$ cat config.mk
export PLATFORM = sky130hd
export DESIGN_NAME = axis_video_tpg
export DESIGN_NICKNAME = d
export VERILOG_FILES = /design/src/rtl/axis_video_tpg.sv
export SDC_FILE = /design/constraint.sdc
export NUM_CORES = 1
export LEC_CHECK = 0
export ABC_AREA = 1
export CAP_MARGIN = 10
export CORE_MARGIN = 4
export CORE_UTILIZATION = 50
export DETAILED_ROUTE_END_ITERATION = 7
export HOLD_SLACK_MARGIN = 0.02
export PLACE_DENSITY = 0.81
export SETUP_SLACK_MARGIN = 0.02
export SLEW_MARGIN = 20
export SYNTH_ARGS = -nofsm -noshare
export SYNTH_HDL_FRONTEND = slang
export SYNTH_SLANG_ARGS = --single-unit
export TNS_END_PERCENT = 1
$ cat constraint.sdc
create_clock -name aclk -period 3.46 [get_ports aclk]
set_clock_uncertainty 0.1 [all_clocks]
set_input_delay 1.038 -clock aclk [delete_from_list [all_inputs] [get_ports aclk]]
set_output_delay 1.038 -clock aclk [all_outputs]
set_load 0.01 [all_outputs]
$ cat src/rtl/axis_video_tpg.sv
// AXI4-Stream RGB test pattern generator: colour bars, ramps and checkerboard,
// one pixel per beat with tuser on the first pixel of a frame and tlast at end of line.
module axis_video_tpg #(
    parameter int H_ACTIVE = 1920,
    parameter int V_ACTIVE = 1080
) (
    input  logic        aclk,
    input  logic        aresetn,
    input  logic        aclken,
    input  logic        enable,
    input  logic [1:0]  pattern_sel,
    output logic [23:0] m_axis_video_tdata,
    output logic        m_axis_video_tvalid,
    input  logic        m_axis_video_tready,
    output logic        m_axis_video_tuser,
    output logic        m_axis_video_tlast,
    output logic        frame_done,
    output logic [15:0] frame_count
);
    localparam logic [11:0] X_LAST   = 12'(H_ACTIVE - 1);
    localparam logic [11:0] Y_LAST   = 12'(V_ACTIVE - 1);
    localparam logic [11:0] SEG_LAST = 12'(H_ACTIVE / 8 - 1);

    typedef enum logic {IDLE, ACTIVE} state_t;

    state_t      state_r, state_s;
    logic [11:0] x_r, x_s, y_r, y_s, seg_r, seg_s;
    logic [2:0]  bar_r, bar_s;
    logic [1:0]  pat_r, pat_s;
    logic [7:0]  fcb_r, fcb_s;
    logic [23:0] tdata_r, tdata_s;
    logic        tvalid_r, tvalid_s, tuser_r, tuser_s, tlast_r, tlast_s;
    logic        done_r, done_s, load_s;
    logic [15:0] fcnt_r, fcnt_s;

    // Pixel value packed as {R, B, G}; colour bars indexed by bar number.
    function automatic logic [23:0] pixel(input logic [1:0] pat, input logic [11:0] x,
                                          input logic [11:0] y, input logic [2:0] bar,
                                          input logic [7:0] fcb);
        logic [23:0] px;
        logic [7:0]  v;
        v = x[7:0] + fcb;
        case (pat)
            2'd0: begin
                case (bar)
                    3'd0:    px = 24'hFFFFFF;
                    3'd1:    px = 24'hFF00FF;
                    3'd2:    px = 24'h00FFFF;
                    3'd3:    px = 24'h0000FF;
                    3'd4:    px = 24'hFFFF00;
                    3'd5:    px = 24'hFF0000;
                    3'd6:    px = 24'h00FF00;
                    default: px = 24'h000000;
                endcase
            end
            2'd1:    px = {x[7:0], x[7:0], x[7:0]};
            2'd2:    px = (x[3] ^ y[3]) ? 24'h000000 : 24'hFFFFFF;
            default: px = {v, v, v};
        endcase
        return px;
    endfunction

    // Next-state, position counters and next output beat.
    always_comb begin
        state_s = state_r;
        x_s     = x_r;
        y_s     = y_r;
        seg_s   = seg_r;
        bar_s   = bar_r;
        pat_s   = pat_r;
        fcb_s   = fcb_r;
        fcnt_s  = fcnt_r;
        done_s  = 1'b0;
        load_s  = 1'b0;
        case (state_r)
            IDLE: begin
                if (enable) begin
                    state_s = ACTIVE;
                    x_s     = 12'd0;
                    y_s     = 12'd0;
                    seg_s   = 12'd0;
                    bar_s   = 3'd0;
                    pat_s   = pattern_sel;
                    fcb_s   = fcnt_r[7:0];
                    load_s  = 1'b1;
                end else begin
                    state_s = IDLE;
                end
            end
            ACTIVE: begin
                if (tvalid_r && m_axis_video_tready) begin
                    if (x_r == X_LAST) begin
                        x_s   = 12'd0;
                        seg_s = 12'd0;
                        bar_s = 3'd0;
                        if (y_r == Y_LAST) begin
                            y_s    = 12'd0;
                            done_s = 1'b1;
                            fcnt_s = fcnt_r + 16'd1;
                            if (enable) begin
                                pat_s  = pattern_sel;
                                fcb_s  = fcnt_s[7:0];
                                load_s = 1'b1;
                            end else begin
                                state_s = IDLE;
                            end
                        end else begin
                            y_s    = y_r + 12'd1;
                            load_s = 1'b1;
                        end
                    end else begin
                        x_s    = x_r + 12'd1;
                        load_s = 1'b1;
                        if (seg_r == SEG_LAST) begin
                            seg_s = 12'd0;
                            bar_s = bar_r + 3'd1;
                        end else begin
                            seg_s = seg_r + 12'd1;
                        end
                    end
                end else begin
                    state_s = ACTIVE;
                end
            end
            default: state_s = IDLE;
        endcase

        tvalid_s = (state_s == ACTIVE);
        if (load_s) begin
            tdata_s = pixel(pat_s, x_s, y_s, bar_s, fcb_s);
            tuser_s = (x_s == 12'd0) && (y_s == 12'd0);
            tlast_s = (x_s == X_LAST);
        end else if (state_s == IDLE) begin
            tdata_s = tdata_r;
            tuser_s = 1'b0;
            tlast_s = 1'b0;
        end else begin
            tdata_s = tdata_r;
            tuser_s = tuser_r;
            tlast_s = tlast_r;
        end
    end

    // State and output registers; everything freezes while aclken is low.
    always_ff @(posedge aclk) begin
        if (!aresetn) begin
            state_r  <= IDLE;
            x_r      <= 12'd0;
            y_r      <= 12'd0;
            seg_r    <= 12'd0;
            bar_r    <= 3'd0;
            pat_r    <= 2'd0;
            fcb_r    <= 8'd0;
            tdata_r  <= 24'd0;
            tvalid_r <= 1'b0;
            tuser_r  <= 1'b0;
            tlast_r  <= 1'b0;
            done_r   <= 1'b0;
            fcnt_r   <= 16'd0;
        end else if (aclken) begin
            state_r  <= state_s;
            x_r      <= x_s;
            y_r      <= y_s;
            seg_r    <= seg_s;
            bar_r    <= bar_s;
            pat_r    <= pat_s;
            fcb_r    <= fcb_s;
            tdata_r  <= tdata_s;
            tvalid_r <= tvalid_s;
            tuser_r  <= tuser_s;
            tlast_r  <= tlast_s;
            done_r   <= done_s;
            fcnt_r   <= fcnt_s;
        end else begin
            state_r  <= state_r;
        end
    end

    assign m_axis_video_tdata  = tdata_r;
    assign m_axis_video_tvalid = tvalid_r;
    assign m_axis_video_tuser  = tuser_r;
    assign m_axis_video_tlast  = tlast_r;
    assign frame_done          = done_r;
    assign frame_count         = fcnt_r;
endmodule
==> impl.org, run 1 <==
** Global route
- After global routing the overflow that remains totals 0.
- Largest net degree at the start of global routing :: 53
- The via count of the first global-routing pass is 6094.
- Global routing consumed, over all layers together, 26.5% of the routing resources.
- The initial antenna violation count was 0.
- Global-route wire length before repair :: 28700 um

** Clocking
- TritonCTS built the clock tree.
- Total CTS buffers :: 9
- CTS root buffer :: clkbuf_16
- Buffers from clock root to sink, at most :: 2
- Number of levels in the clock H-tree :: 3
- After clock tree synthesis, the clock-pin slew on the worst setup and hold paths is 0.07 ns.
- The clock drives 93 sinks.
- The clock reaches the later pin of the worst-skew pair after 0.35 ns.

** Finish
- Relative to the synthesized area, the layout overhead comes to 27.5%.
- Commonest non-fill, non-tap cells in the layout :: 164 x nand2_1, 125 x inv_1, 101 x o21ai_0
- Final net count :: 1041
- Most common cell after layout, fill and taps aside :: nand2_1
- The post-route netlist has 16.0% of its cells at a drive strength greater than 1.
- Antenna diode instance count :: 0
- Number of filler cells placed in the layout :: 1011

** Placed design
- Prior to clock tree synthesis, the placed netlist has a worst setup slack of -0.573 ns.
- The HPWL after detailed placement is around 13000 um.
- Routability-driven placement finished with a final weighted congestion of 1.00.
- In this run the tool buffered the top-level ports with 50 buffer cells.

** Logic synthesis
- Synth unique cells :: 42
- Number of cells produced by synthesis :: ~900
- In this run the cell area of the synthesized design comes to 5830 um2.
- In this run, synthesis inferred 0 flip-flops with an integrated enable.
- During synthesis, Yosys emitted a total of 0 warnings.
- Summing the sequential cell areas from Yosys gives 32.0% of the chip area.
- Count of state elements after synthesis :: 93
- Post-synthesis average cell area :: 6.42 um2
- After synthesis, the share of flip-flops with an asynchronous set or reset is 0%.
- For this run, the leading register cell type out of synthesis is dfxtp_1.
- Synthesized net count :: around 930

** Pwr
- Part of the total power dissipated in the clock network :: 36.7%
- Share of power burned in registers :: between 40% and 50%
- Total power consumption of the routed design :: 2780 uW
- Logic pwr share :: about a fifth
- In this run the power density over the cells is 374 nW/um2.
- Across the VDD grid, the largest voltage drop is a little over 0.3 mV.
- Leakage Power :: 0.00338 uW
- Internal power contribution :: 1930 uW
- Net switching is 30.5% of the power.
- In this run the power spent charging and discharging nets is between 800 and 900 uW.

** Critical path
- CP startpoint kind :: flop
- CP max stage delay :: 0.39 ns
- The startpoint identified for the worst register-to-register timing path is y_r[1].
- Cell Chain, Critical Path :: ha_2, nand2_1, nor2_1, nand3_2, nor2_4, nand2_4, buf_4, nand2_1, o211ai_1, nand2_1, inv_1, ha_1, a21oi_2, o31ai_4, nand2_1, nand2_1, a21oi_2, xnor2_1, nand2_1, nand2_1, inv_1, a21oi_1
- Endpoint class of the critical path :: flop
- Top Family by Delay on Critical Path :: simple AND/OR/NAND/NOR gates
- The most numerous cell type found on the critical path is nand2_1.
- Reg2Reg Depth :: 22
- Critical path data required time :: 3.65 ns
- Data arrival time at the worst-slack endpoint :: 3.41 ns
- The worst setup path is of the reg -> reg kind.
- Instance count on the critical path :: 22
- In this run the worst path has a maximum fanout of 5.
- Launch point of the worst path :: y_r[1]
- Buffer and inverter count on the worst path :: 3
- Slowest cell on crit path :: dfxtp_1

** Floorplan
- After floorplanning, the core was divided into 39 placement rows.
- The initial utilization of the core area, before any placement, comes to 51.0%.
- From left edge to right edge, the die measures 116 um.
- The floorplan step defined a core boundary enclosing 11400 um2.
- Die Footprint :: 13400 um2
- Y dimension of the die :: 116 um
- For this design the top-level I/O count stands at 51.

** Routing
- Antenna-violating nets left :: 0
- Detailed Routing Iterations Pass 1 :: 8
- Using the TritonRoute via totals, the vias-per-cell ratio works out to 5.55.
- DRC Markers :: 0
- After detailed routing, the average wire length per cell comes to 15.0 um.
- Routed wire length :: about 18000 um
- Starting DRC count in detailed routing :: 562
- Vias after detailed routing :: 6488

** STA
- Final Hold Viols :: 0
- At the pin with the least slew margin, the transition time is around 0.7 ns.
- Final setup violation count :: 0
- The count of final max-slew check failures was 0.
- Final worst hold slack :: 0.366 ns
- Dividing the final minimum period by the clock period gives ~93%.
- Top achievable clock speed :: about 310 MHz
- Once routing completed, OpenROAD measured the worst setup slack at 0.242 ns.
- Headroom to the max-slew limit came out at 53.4%.
- After layout, the minimum clock period comes to 3.22 ns.
- Setup repair after global routing left no endpoint under its margin.

** Job
- Count of maximum capacitance violations :: 0

** Hold path
- Hold path startpoint :: m_axis_video_tuser
- Along the worst hold path, the cell count comes to 2.
- The tightest min-delay check is of the reg -> reg type.

** Status
- Outcome :: complete, no violations
-- sequential cells by signal, summed over array words and instances, names as in the netlist, 2 cells and up --
name,cells
m_axis_video_tdata,24
frame_count,16
seg_r,12
x_r,12
y_r,12
fcb_r,8
bar_r,3
pat_r,2
-- metal layers --
| layer | vias up | wire length, um | track usage, % | part of all wire, % |
|---|---|---|---|---|
| met5 | - | 0 | 0 | 0 |
| met4 | 0 | 798 | 12.9 | 4.5 |
| met3 | 65 | 1210 | 3.08 | 6.9 |
| met2 | 293 | 8200 | 44.5 | 47 |
| met1 | 2915 | 7370 | 33.7 | 42 |
| li1 | 3215 | - | - | - |
-- power by group through the flow --
| stage | sequential [uW] | clock (uW) | combinational (uW) |
|---|---|---|---|
| CTS | 1170 | 1030 | 564 |
| finish | 1170 | 1020 | 591 |
| floorplan | 1190 | 0 | 327 |
| global placement | 1190 | 0 | 549 |
| global route | 1170 | 1080 | 650 |
| detailed placement | 1190 | 0 | 559 |
-- metrics by stage --
step	cells	setup TNS, ns	instance area [um2]	utilization [%]
final	1169	0	7430	65.1
after global routing	1169	0	7430	65.1
after CTS	1166	0	7310	64.1
after detailed placement	1150	-9.98	7000	61.3
after global placement	1150	-8.84	7000	61.3
after floorplan	908	0	5850	-
-- worst min-delay path, delay by kind of cell (launching register included) --
kind | cells | cell delay (ns)
DFF | 1 | 0.31
and+or+nand+nor | 1 | 0.06
AOI/OAI and AO/OA | 1 | 0.05
-- cell usage after synthesis (3+ instances only) --
cell type,n,area share [%]
a211oi_1,4,0.52
a21oi_1,91,7.8
a221oi_1,4,0.60
a31oi_1,5,0.54
clkbuf_1,27,1.7
dfxtp_1,93,32
ha_1,12,2.6
inv_1,130,8.4
inv_2,7,0.45
nand2_1,165,11
nand2_2,6,0.64
nand2_4,5,0.97
nand3_1,58,5.0
nand4_1,21,2.3
nor2_1,94,6.1
nor2_2,3,0.32
nor2_4,3,0.58
nor3_1,19,1.6
o211ai_1,9,1.2
o21ai_0,108,9.3
o21ai_2,6,0.90
xnor2_1,5,0.75
xor2_1,9,1.4
-- final timing paths --
check	to	slack [ns]
setup / recovery	m_axis_video_tdata[6]	0.24
hold / removal	m_axis_video_tuser	0.37
setup reg to reg	m_axis_video_tdata[6]	0.24
hold reg to reg	m_axis_video_tuser	0.37
-- final cells by class --
type | instances | area [um2] | area share [%]
multi-input cells | 644 | 3430 | 46.2
inverters | 139 | 524 | 7.06
repair buffers | 134 | 1140 | 15.3
clock inverters | 6 | 70.1 | 0.943
flip-flops and latches | 93 | 1860 | 25.1
well taps | 143 | 179 | 2.41
clock buffers | 10 | 229 | 3.08
-- kinds of logic (layout without fill, tap and decap cells) --
kind of cell / count (synthesis) / after routing / share of synthesized area, %
AND/OR/NAND/NOR: 383 / 384 / 30.1
AO/OA/AOI/OAI: 233 / 233 / 21.7
flip-flops: 93 / 93 / 32.0
buffers and inverters: 172 / 289 / 11.2
adder cells (fa/ha/maj): 13 / 13 / 2.92
XOR/XNOR: 14 / 14 / 2.10
-- what timing repair did --
item | in CTS | in global routing
buffers inserted | 0 | 2
setup endpoints to repair | 20 | 21
pin swaps | 1 | 10
resized for setup | 6 | 32
hold buffers | 0 | 0
cloned | 0 | 1
Power figures use the tool's default switching activity.
==> inputs of run 2 (changes only) <==
- CORE_UTILIZATION: 50 -> 45
- PLACE_DENSITY: 0.81 -> 0.75
==> impl.org, run 2 (same netlist as run 1, synthesis figures left out) <==
** STA
- Max-slew violation total from the final report :: 0 (unchanged)
- Setup repair after global routing left no endpoint under its margin.
- The relative slew slack is 53.7% (+0.31 points).
- Share of the clock period used by the worst path after layout :: 91.8% (-1.2 points)
- Min Tclk post-route :: 3.18 ns (-0.0413 ns)
- The aggregate negative setup slack came to 0 ns (unchanged).
- Slew at the pin closest to its max-slew limit :: 0.692 ns (-0.00461 ns)
- The number of hold violations in the final report is 0 (unchanged).
- Top achievable clock speed :: 315 MHz (+1.3%)
- The setup violation total in the final timing report is 0 (unchanged).

** Floorplan
- Die Footprint :: 14800 um2 (+10%)
- Num ports :: 51 (unchanged)
- The cell row count came to 41 (+5.1%).
- Die width :: 122 um (+5.0%)
- Effective utilization at floorplan :: 46.0% (-5.0 points)
- The height of the die is 122 um (+5.0%).
- Core region area :: 12700 um2 (+11%)

** Clocking
- Number of levels in the clock H-tree :: 3 (unchanged)
- TritonCTS built the clock tree.
- The maximum buffer depth of the clock tree came to 2 (unchanged).
- Sink Count :: 93 (unchanged)
- The number of buffers inserted during clock tree synthesis is 9 (unchanged).
- The latest clock arrival within the worst-skew pair came to 0.36 ns (about the same).
- Clk slew on worst S/H paths :: 0.07 ns (about the same)
- The cell sitting at the root of the clock tree is a clkbuf_16.

** Critical path
- Slowest cell on crit path :: ha_1
- Cell Chain, Critical Path :: clkbuf_2, nand2_4, inv_4, nand2_4, nor2_8, nand2_4, buf_4, buf_4, nand2_1, o211ai_1, nand2_1, inv_1, ha_1, a21oi_1, o21ai_0, a21oi_1, a21oi_1, nor2_1, nor2_1, nor2_1
- The maximum net fanout on the critical path was 9 (+4).
- Data arrival time at the worst-slack endpoint :: 3.38 ns (-0.03 ns)
- CP max stage delay :: 0.30 ns (-0.09 ns)
- The worst setup path is of the in -> reg kind.
- The worst path buffer plus inverter count came to 5 (+2).
- CP startpoint kind :: input pin
- The required time of the worst setup path was 3.66 ns (about the same).
- Top Family by Delay on Critical Path :: simple AND/OR/NAND/NOR gates
- Endpoint class of the critical path :: flop

** Finish
- The final layout net count was 1038 (-0.29%).
- The library cell used most frequently in the layout, excluding fill and tap cells, is nand2_1.
- Core occupancy in the finished layout :: 58.3% (-6.7 points)
- Flip-flop count of the largest register after layout :: 24 (unchanged)
- P&R area growth vs syn :: 26.8%
- The number of inserted filler cells in the final layout is 1208 (+19%).
- Antenna diode instance count :: 0 (unchanged)
- The final design instance area without fill came to 7390 um2 (-0.51%).
- The fraction of final layout cells with drive strength greater than 1 was 14.8% (-1.2 points).
- In the layout the commonest cells are 165 x nand2_1, 128 x inv_1, 105 x o21ai_0.

** Global route
- Largest net degree at the start of global routing :: 54 (+1.9%)
- Number of antenna violations at the first check in global routing :: 0 (unchanged)
- The total global-route track usage was 24.4% (-2.1 points).
- The global-route wire length before repair came to 29000 um (+1.2%).
- Vias in the first global route :: 6104 (+0.16%)
- The final global-route overflow total is 0 (unchanged).

** Status
- Outcome :: complete, no violations

** Job
- Count of maximum capacitance violations :: 0 (unchanged)

** Pwr
- The switching power of the nets was 863 uW (+1.8%).
- P per Cell Area :: 370 nW/um2 (-1.2%)
- The combinational cell fraction of total power was 21.2% (about the same).
- The switching fraction of total power is 31.6% (+1.1 points).
- Part of the total power dissipated in the clock network :: 36.1% (-0.6 points)
- The fraction of power consumed by sequential logic came to 42.7% (+0.6 points).
- Leakage Power :: 0.00338 uW (about the same)
- The maximum vdd drop came to 0.321 mV (+4.3%).
- The internal power of the cells is 1870 uW (-3.2%).

** Placed design
- The post-detailed-placement half-perimeter wirelength came to 12800 um (+1.2%).
- The final weighted congestion of routability-driven global placement is 0.998 (-0.69%).
- The total placed instance area is 7050 um2 (+0.59%).
- The count of port buffers added during placement is 50 (unchanged).

** Routing
- DRC Markers :: 0 (unchanged)
- The number of vias per cell came to 5.29 (-4.7%).
- The routed wire length came to 17200 um (-2.0%).
- Wirelength per Cell :: 14.4 um (-4.2%)
- Vias after detailed routing :: 6322 (-2.6%)
- Antenna-violating nets left :: 0 (unchanged)
- The count of TritonRoute iterations in the first routing pass was 6 (-2).
- The number of DRC markers after the initial detailed-route iteration came to 526 (-6.4%).

** Hold path
- The tightest min-delay check is of the reg -> reg type.
-- run 2: power groups by stage --
stage	Clock, uW	Sequential, uW	Combinational (uW)
after floorplan	0	1190	327
final	986	1170	578
after CTS	1010	1160	572
after global routing	1050	1170	642
after global placement	0	1190	561
after detailed placement	0	1190	568
-- run 2: final timing paths --
| check | startpoint | endpoint | slack [ns] | depth (start not counted) |
|---|---|---|---|---|
| setup / recovery | m_axis_video_tready | m_axis_video_tdata[15] | 0.28 | 20 |
| hold / removal | frame_done | frame_done | 0.38 | 2 |
| setup reg to reg | x_r[0] | m_axis_video_tdata[15] | 0.33 | 20 |
| hold reg to reg | frame_done | frame_done | 0.38 | 2 |
-- run 2: through the flow --
step           power, uW  setup WS, ns  std cells  hold slack (ns)
2_1_floorplan       1520        0.0416        908            0.350
5_1_grt             2870        0.0204       1195            0.404
6_report            2730         0.283       1195            0.378
4_1_cts             2750        0.0199       1194            0.380
3_3_place_gp        1750        -0.505       1178            0.360
3_5_place_dp        1760        -0.567       1178            0.370
-- run 2: tightest hold or removal path: cells and delay by family, from the launching register on --
| kind | cells | cell delay (ns) |
|---|---|---|
| AOI/OAI and AO/OA | 1 | 0.06 |
| DFF | 1 | 0.31 |
| and+or+nand+nor | 1 | 0.06 |
-- run 2: layer usage --
layer,track usage (%),part of all wire (%)
met4,13.4,4.2
met1,29.9,42
met2,40.7,48
met3,4.22,5.7
met5,0,0
-- run 2: final cells by class --
| class | instances | area [um2] | area share [%] |
|---|---|---|---|
| Sequential cell | 93 | 1860 | 25.2 |
| Inverter | 139 | 524 | 7.09 |
| Clock buffer | 9 | 225 | 3.05 |
| Tap cell | 172 | 215 | 2.91 |
| Multi-Input combinational cell | 643 | 3370 | 45.6 |
| Clock inverter | 7 | 68.8 | 0.931 |
| Timing Repair Buffer | 132 | 1130 | 15.2 |
-- run 2: repair_timing --
action                                  4_1_cts  5_1_grt
gates resized for setup                       5       15
hold buffers                                  0        0
endpoints found under the setup margin       21       20
buffers inserted                              0        1
pin swaps                                     1        2
==> inputs of run 3 (changes only) <==
- PLACE_DENSITY: 0.75 -> 0.73
- clock period: 3.46 -> 3.5 ns (I/O delays scaled with it)
==> impl.org, run 3 (same netlist as run 1, synthesis figures left out) <==
** Clocking
- Number of levels in the clock H-tree :: 3 (unchanged)
- TritonCTS built the clock tree.
- The register clock-pin slew on the reported worst setup and hold paths was 0.07 ns (about the same).
- The cell sitting at the root of the clock tree is a clkbuf_16.
- Clock latency at the later pin of the worst-skew pair :: 0.36 ns (about the same)
- The number of hold-repair buffers added at the cts stage was 0 (unchanged).
- The number of buffers inserted during clock tree synthesis came to 9 (unchanged).
- The maximum buffer depth of the clock tree came to 2 (unchanged).
- The number of sinks handled by clock tree synthesis is 93 (unchanged).

** Routing
- The routed wire length came to 17400 um (+1.1%).
- The number of design rule violations left after detail routing is 0 (unchanged).
- Wirelength per Cell :: 14.5 um (+0.97%)
- The number of DRC markers after the initial detailed-route iteration is 471 (-10%).
- Detailed Routing Iterations Pass 1 :: 6 (unchanged)
- Vias per cell :: 5.35 (+1.2%)
- Antenna-violating nets left :: 0 (unchanged)
- The via total after detailed routing came to 6406 (+1.3%).

** Critical path
- The maximum single-stage delay on the critical path is 0.40 ns (+0.10 ns).
- Largest fanout on the critical path :: 6 (-3)
- RR Startpoint :: x_r[0]
- The most critical setup path has its endpoint at m_axis_video_tdata[13].
- The worst setup slack for register-to-register paths was 0.27 ns (-0.06 ns).
- In this run the critical register-to-register path is captured at m_axis_video_tdata[13].
- Endpoint class of the critical path :: flop
- The worst path buffer plus inverter count was 3 (-2).
- Reg2Reg Depth :: 20 (unchanged)
- The critical path arrival came to 3.43 ns (+0.05 ns).
- The number of cells on the critical path is 20 (unchanged).
- WS Path Type :: reg -> reg
- The critical path starts at x_r[0].
- Top Family by Delay on Critical Path :: simple AND/OR/NAND/NOR gates
- STA classifies the critical path startpoint as a flop.
- Critical path data required time :: 3.70 ns (+0.04 ns)
- Cell Chain, Critical Path :: ha_1, nand3_1, nor2_4, nand2_2, nor2_8, nand2_4, buf_4, o21ai_2, nand2_1, inv_1, ha_1, a21o_1, a31oi_2, nor2_1, o21ai_1, nand2_1, xnor2_1, o21ai_1, inv_2, a21oi_1
- Slowest cell on crit path :: dfxtp_1

** Floorplan
- The full die area was 14800 um2 (unchanged).
- The starting density of the core was 46.0% (unchanged).
- Core region area :: 12700 um2 (unchanged)
- The cell row count came to 41 (unchanged).
- The width of the chip is 122 um (unchanged).
- Y dimension of the die :: 122 um (unchanged)
- The I/O pin count came to 51 (unchanged).

** Finish
- P&R area growth vs syn :: 27.5%
- Fraction of layout instances using a drive strength above 1 :: 15.4% (+0.65 points)
- The final design instance area without fill came to 7430 um2 (+0.52%).
- Flip-flop count of the largest register after layout :: 24 (unchanged)
- Number of filler cells placed in the layout :: 1222 (+1.2%)
- Commonest non-fill, non-tap cells in the layout :: 164 x nand2_1, 126 x inv_1, 102 x o21ai_0
- The library cell used most frequently in the layout, excluding fill and tap cells, is nand2_1.
- Final net count :: 1040 (+0.19%)
- Core occupancy in the finished layout :: 58.6% (+0.31 points)
- The number of diodes came to 0 (unchanged).

** Global route
- The maximum number of pins on one net before global-route repair was 54 (unchanged).
- The initial antenna violation count is 0 (unchanged).
- The via count of the first global-routing pass was 6080 (-0.39%).
- The global-route wire length before repair is 29300 um (+0.97%).
- The total global-route track usage was 24.4% (+0.042 points).
- The final global-route overflow total came to 0 (unchanged).

** Placed design
- The post-detailed-placement half-perimeter wirelength came to 12600 um (-1.1%).
- The count of port buffers added during placement was 50 (unchanged).
- Placed cell areas :: 7040 um2 (about the same)
- RD Place Congestion :: 1.05 (+4.8%)

** STA
- Top achievable clock speed :: 309 MHz
- Share of the clock period used by the worst path after layout :: 92.4%
- Slew at the pin closest to its max-slew limit :: 0.636 ns (-0.0560 ns)
- Setup repair after global routing left no endpoint under its margin.
- Final setup violation count :: 0 (unchanged)
- The relative slew slack is 57.4% (+3.8 points).
- Max-slew violation total from the final report :: 0 (unchanged)
- Aggregate negative setup slack :: 0 ns (unchanged)
- Min Tclk post-route :: 3.23 ns
- Final Hold Viols :: 0 (unchanged)

** Pwr
- Total power consumption of the routed design :: 2710 uW (-0.75%)
- Largest voltage drop on the vdd net :: 0.289 mV (-10%)
- The power per cell area came to 365 nW/um2 (-1.3%).
- Leakage Power :: 0.00336 uW (-0.70%)

** Job
- Count of maximum capacitance violations :: 0 (unchanged)

** Status
- The flow ran to the end, and the final reports show no timing, DRC or antenna violations.

** Hold path
- The tightest min-delay check is of the reg -> reg type.
-- run 3: cell count changes in the layout (fill, tap and decap cells not counted), moves of 2 or more --
cell,before,now
o21ai_1,4,6
nor2_1,93,90
dfxtp_2,2,0
nand2_2,5,7
o21ai_0,105,102
buf_4,81,83
nor2_2,2,5
inv_2,8,10
inv_1,128,126
dfxtp_1,91,93
-- run 3: worst min-delay path by stage --
stage,depth (start not counted),start,to,slack (ns)
3_5_place_dp,2,m_axis_video_tuser,m_axis_video_tuser,0.36
4_1_cts,2,m_axis_video_tuser,m_axis_video_tuser,0.38
5_1_grt,2,frame_done,frame_done,0.40
6_report,2,m_axis_video_tuser,m_axis_video_tuser,0.37
3_3_place_gp,2,frame_done,frame_done,0.35
2_1_floorplan,2,pat_r[0],pat_r[0],0.35
-- run 3: per-layer routing --
layer | share of wire, % | global-route usage [%] | routed length (um) | vias to the layer above
li1 | - | - | - | 3220
met1 | 43 | 31.8 | 7560 | 2937
met2 | 47 | 39.8 | 8130 | 206
met3 | 5.9 | 3.48 | 1030 | 43
met4 | 4.0 | 12.0 | 692 | 0
met5 | 0 | 0 | 0 | -
-- run 3: worst min-delay path, delay by kind of cell, from the launching register on --
family,cells,cell delay (ns)
flip-flops,1,0.31
AND/OR/NAND/NOR,1,0.06
AO/OA/AOI/OAI,1,0.06
-- run 3: layout make-up --
cell class	instances	area (um2)	share of cell area [%]
clock inverters	7	68.8	0.926
multi-input cells	643	3390	45.7
repair buffers	134	1140	15.4
well taps	172	215	2.90
clock buffers	9	225	3.03
inverters	139	524	7.06
flip-flops and latches	93	1860	25.1
-- run 3: timing repair --
item                                    4_1_cts  5_1_grt
resized for setup                             3       29
setup buffers                                 0        2
pin swaps                                     1        4
endpoints found under the setup margin       15       15
-- run 3: stage by stage --
step / setup slack (ns) / instances / hold slack, ns
6_report: 0.268 / 1197 / 0.373
5_1_grt: 0.0114 / 1197 / 0.403
4_1_cts: 0.0213 / 1195 / 0.375
3_5_place_dp: -0.551 / 1179 / 0.365
3_3_place_gp: -0.498 / 1179 / 0.353
2_1_floorplan: 0.0295 / 908 / 0.350
-- run 3: where the power goes --
part	internal (uW)	switching, uW
registers	1110	42.9
logic	237	342
clock network	499	478
